<file path="config.mk">
export PLATFORM = sky130hd
export DESIGN_NAME = id_ex_register
export DESIGN_NICKNAME = d
export VERILOG_FILES = /design/src/rtl/id_ex_register.sv
export SDC_FILE = /design/constraint.sdc
export NUM_CORES = 1
export LEC_CHECK = 0
export CAP_MARGIN = 10
export CELL_PAD_IN_SITES_DETAIL_PLACEMENT = 1
export CELL_PAD_IN_SITES_GLOBAL_PLACEMENT = 1
export CORE_MARGIN = 2
export CORE_UTILIZATION = 26
export CTS_BUF_LIST = sky130_fd_sc_hd__clkbuf_8
export DETAILED_ROUTE_END_ITERATION = 8
export PLACE_DENSITY_LB_ADDON = 0.15
export SLEW_MARGIN = 20
export SYNTH_ARGS = -nofsm -noshare
export SYNTH_HDL_FRONTEND = slang
export SYNTH_SLANG_ARGS = --single-unit
export TNS_END_PERCENT = 5
</file>
<file path="constraint.sdc">
create_clock -name clk -period 1 [get_ports clk]
set_clock_uncertainty 0.15 [all_clocks]
set_input_delay 0.1 -clock clk [delete_from_list [all_inputs] [get_ports clk]]
set_output_delay 0.1 -clock clk [all_outputs]
set_load 0.01 [all_outputs]
</file>
<file path="src/rtl/id_ex_register.sv">
// ID/EX pipeline register: captures decode-stage operands, destination and
// execute control, with stall (hold), flush (bubble) and a valid flag.
// Optional bubble counter is built when ID_EX_BUBBLE_CNT_EN is defined;
// otherwise bubble_cnt is tied to zero and no counter flops exist.
module id_ex_register (
    input  logic        clk,
    input  logic        reset,
    input  logic        stall,
    input  logic        flush,
    input  logic        valid_id,
    input  logic [2:0]  Si_id,
    input  logic [31:0] PA_id,
    input  logic [31:0] PB_id,
    input  logic [11:0] imm12_I_id,
    input  logic [11:0] imm12_S_id,
    input  logic [19:0] imm20_id,
    input  logic [31:0] PC_id,
    input  logic [4:0]  rd_id,
    input  logic [9:0]  ctrl_id,
    output logic [2:0]  Si_ex,
    output logic [31:0] PA_ex,
    output logic [31:0] PB_ex,
    output logic [11:0] imm12_I_ex,
    output logic [11:0] imm12_S_ex,
    output logic [19:0] imm20_ex,
    output logic [31:0] PC_ex,
    output logic [4:0]  rd_ex,
    output logic [9:0]  ctrl_ex,
    output logic        valid_ex,
    output logic [15:0] bubble_cnt
);

    // A bubble enters EX when the register updates (flush or plain load)
    // and the resulting instruction is not valid. Held cycles never count.
    logic bubble_in;
    assign bubble_in = flush | (~stall & ~valid_id);

    // Pipeline register: reset > flush > stall > load.
    always_ff @(posedge clk) begin
        if (reset || flush) begin
            Si_ex      <= 3'b000;
            PA_ex      <= 32'h0;
            PB_ex      <= 32'h0;
            imm12_I_ex <= 12'h0;
            imm12_S_ex <= 12'h0;
            imm20_ex   <= 20'h0;
            PC_ex      <= 32'h0;
            rd_ex      <= 5'h0;
            ctrl_ex    <= 10'h0;
            valid_ex   <= 1'b0;
        end else if (!stall) begin
            Si_ex      <= Si_id;
            PA_ex      <= PA_id;
            PB_ex      <= PB_id;
            imm12_I_ex <= imm12_I_id;
            imm12_S_ex <= imm12_S_id;
            imm20_ex   <= imm20_id;
            PC_ex      <= PC_id;
            rd_ex      <= rd_id;
            ctrl_ex    <= ctrl_id;
            valid_ex   <= valid_id;
        end
    end

`ifdef ID_EX_BUBBLE_CNT_EN
    logic [15:0] bcnt;

    // Free-running bubble count, wraps naturally at 16 bits.
    always_ff @(posedge clk) begin
        if (reset)
            bcnt <= 16'h0;
        else if (bubble_in)
            bcnt <= bcnt + 16'h1;
    end

    assign bubble_cnt = bcnt;
`else
    logic unused_bubble;
    assign unused_bubble = bubble_in;
    assign bubble_cnt    = 16'h0000;
`endif

endmodule
</file>
==> metrics.md <==
| Metric | Value |
|---|---|
| Worst hold endpoint | `ctrl_ex[9]` |
| Synth warn | `0` |
| WL/cell | `16.99 um` |
| Power Total | `14.28 mW` |
| Top Usage Layer GRT | `met2` |
| Fin crit share | `1.155` |
| Fin. Hold Viols | `0` |
| #FFs+latches synth | `159` |
| M2 GR Usage | `0.3043` |
| Max cap viols | `0` |
| Crit. Startpoint | `imm12_S_ex[0]` |
| Num rows | `54` |
| CP Launch Type | `register` |
| DP HPWL | `14.85 mm` |
| Comb power frac | `0.151` |
| Synth top area cells | `dfxtp_1, mux2i_1, nor2_1` |
| Initial Util | `0.2662` |
| Leakage | `4.616 nW` |
| I/O pin count | `338` |
| Most used DFF post-synth | `dfxtp_1` |
| Largest net degree at the start of global routing | `43` |
| # setup viols final | `159` |
| Initial DRT Pass Iterations | `4` |
| Finished Cell Area | `10220 um^2` |
| Final GP Congestion | `0.7553` |
| Met1 usage | `0.1690` |
| GRT overflow | `0` |
| Status | `complete, but fails checks` |
| Die H | `153.9 um` |
| RSZ-0062 raised after global routing | `true` |
| Pint | `10.90 mW` |
| Vias/cell | `4.274` |
| ANT cells | `0` |
| Vias in the first global route | `5386` |
| R2R Setup Slk | `0.05 ns` |
| Dpl cell area | `9293 um^2` |
| Maximum VDD drop | `0.7100 mV` |
| Drt total wl | `19.62 mm` |
| Shortest period the worst path allows | `1.155 ns` |
| Syn Std Cell Area | `5846 um^2` |
| Final TNS setup | `-21.95 ns` |
| Reg2Reg Capture Point | `imm12_I_ex[8]` |
| CP max FO | `2` |
| Area leader, netlist | `dfxtp_1` |
| Worst path arrival time | `0.90 ns` |
| Sw Ratio | `0.2366` |
| Bufs and invs on worst path | `1` |
| CP max stage delay | `0.36 ns` |
| Routing usage on met3 | `0.06172` |
| Clock sink total | `159` |
| Nets | `1026` |
| Hold Path Class | `in2reg` |
| Worst-path cell with the longest stage delay | `dfxtp_2` |
| DRT antenna net count | `0` |
| Initial DRC count | `114` |
| Clock Latency Late Sink | `0.44 ns` |
| Hold path start | `stall` |
| Hold Slack | `0.06975 ns` |
| Post-synth top area share | `0.5445` |
| Ys async rst share | `0` |
| Initial antenna violation count | `0` |
| Drc violations | `0` |
| GRT Total Usage | `0.1629` |
| Sequential fraction of the synthesis area | `0.5445` |
| Share of cells above drive strength 1 | `0.4331` |
| Final core occ | `0.4655` |
| Reg power frac | `0.471` |
| Net Sw Power | `3.379 mW` |
| Crit end category | `primary output` |
| Commonest cells post-synth | `dfxtp_1, mux2i_1, nor2_1` |
| Failing checks | `setup timing` |
| Crit-path cells | `buf_6` |
| Fin. max-slew vios | `0` |
| Top Family by Delay on Critical Path | `flip-flops` |
| CTS tree | `built` |
| I/O Buffers | `321` |
| Reg clk slew, reported paths | `0.08 ns` |
| Worst EP required | `0.75 ns` |
| Critical path class | `reg2out` |
| First-pass GRT wire length | `29.96 mm` |
| H-tree depth | `4` |
| Avg Cell Area, Syn | `11.01 um^2` |
| Area delta synth->final | `74.87%` |
| Mapped Cells | `531` |
| Unique masters post-synth | `9` |
| Hold path depth | `4` |
| Die width | `153.9 um` |
| Cell Pwr Density | `1397 nW/um^2` |
| Max Clk Rate | `866.2 MHz` |
| Worst R2R Start | `imm12_I_ex[8]` |
| Die area | `23700 um^2` |
| Clock buffer depth | `2` |
| Total core area | `21960 um^2` |
| Clock share of power | `0.378` |
| Total CTS buffers | `17` |
| Vias | `4937` |
| Worst Reg2Reg Path Length in Cells | `3` |
| Clk root buf | `clkbuf_8` |
| Fillers | `2320` |
| Post-synth EDFFs | `0` |
| CTS Hold Bufs | `0` |
| Final worst slack | `-0.1545 ns` |
[layer usage]
layer,share of wire,wire (um)
met1,0.38,7419
met4,0.013,249
met2,0.53,10390
met5,0,0
met3,0.080,1565
[area by class of cell]
class / instances / area, um^2 / share of cell area
Timing Repair Buffer: 350 / 3784 / 0.3701
Sequential cell: 159 / 3382 / 0.3308
Multi-Input combinational cell: 335 / 2257 / 0.2208
Tap cell: 280 / 350.3 / 0.03427
Clock buffer: 17 / 234.0 / 0.02289
Clock inverter: 14 / 215.2 / 0.02105
[metrics by stage]
| step | setup WS (ns) | cells |
|---|---|---|
| 2_1_floorplan | -0.01697 | 546 |
| 3_3_place_gp | -0.3818 | 1113 |
| 3_5_place_dp | -0.4309 | 1113 |
| 4_1_cts | -0.2021 | 1153 |
| 5_1_grt | -0.2231 | 1155 |
| 6_report | -0.1545 | 1155 |
[what timing repair did]
action                     4_1_cts  5_1_grt
buffers inserted                 9        2
resized for setup              970        1
setup endpoints to repair      159      159
[power groups by stage]
stage	clock network [mW]	registers [mW]	logic, mW
finish	5.40	6.73	2.15
global route	5.92	6.76	2.30
CTS	5.64	6.73	2.17
detailed placement	0	6.80	2.11
global placement	0	6.78	2.07
floorplan	0	6.88	0.838
[cell usage in the layout, fill, tap and decap left out]
cell and instances:
buf_12 12, buf_4 17, buf_6 159, bufinv_16 5
clkbuf_8 18, clkdlybuf4s50_1 161, clkinv_2 3, clkinv_4 3
conb_1 16, dfxtp_2 159, inv_1 1, inv_6 1
inv_8 1, mux2i_1 159, nor2_1 159, or2_4 1
[registers in the layout, summed over array words and instances (netlist names)]
signal,flops
PA_ex,32
PB_ex,32
PC_ex,32
Si_ex,3
ctrl_ex,10
imm12_I_ex,12
imm12_S_ex,12
imm20_ex,20
rd_ex,5
valid_ex,1
[worst max path at each step]
| stage | end | slack, ns | depth (start not counted) |
|---|---|---|---|
| final | imm12_S_ex[0] | -0.15 | 1 |
| after global placement | imm12_S_ex[7] | -0.38 | 4 |
| after floorplan | PA_ex[21] | -0.02 | 5 |
| after detailed placement | PB_ex[1] | -0.43 | 4 |
| after CTS | imm12_S_ex[0] | -0.20 | 1 |
| after global routing | Si_ex[1] | -0.22 | 1 |
[cell families (layout without fill, tap and decap cells)]
kind of cell / Yosys count / in the layout / share of synthesized area
other cells: 1 / 16 / 0.0006415
buf+inv: 52 / 381 / 0.07941
mux: 159 / 159 / 0.2723
simple gates: 160 / 160 / 0.1032
flops: 159 / 159 / 0.5445
Note: power is estimated with default switching activity, not from simulation.
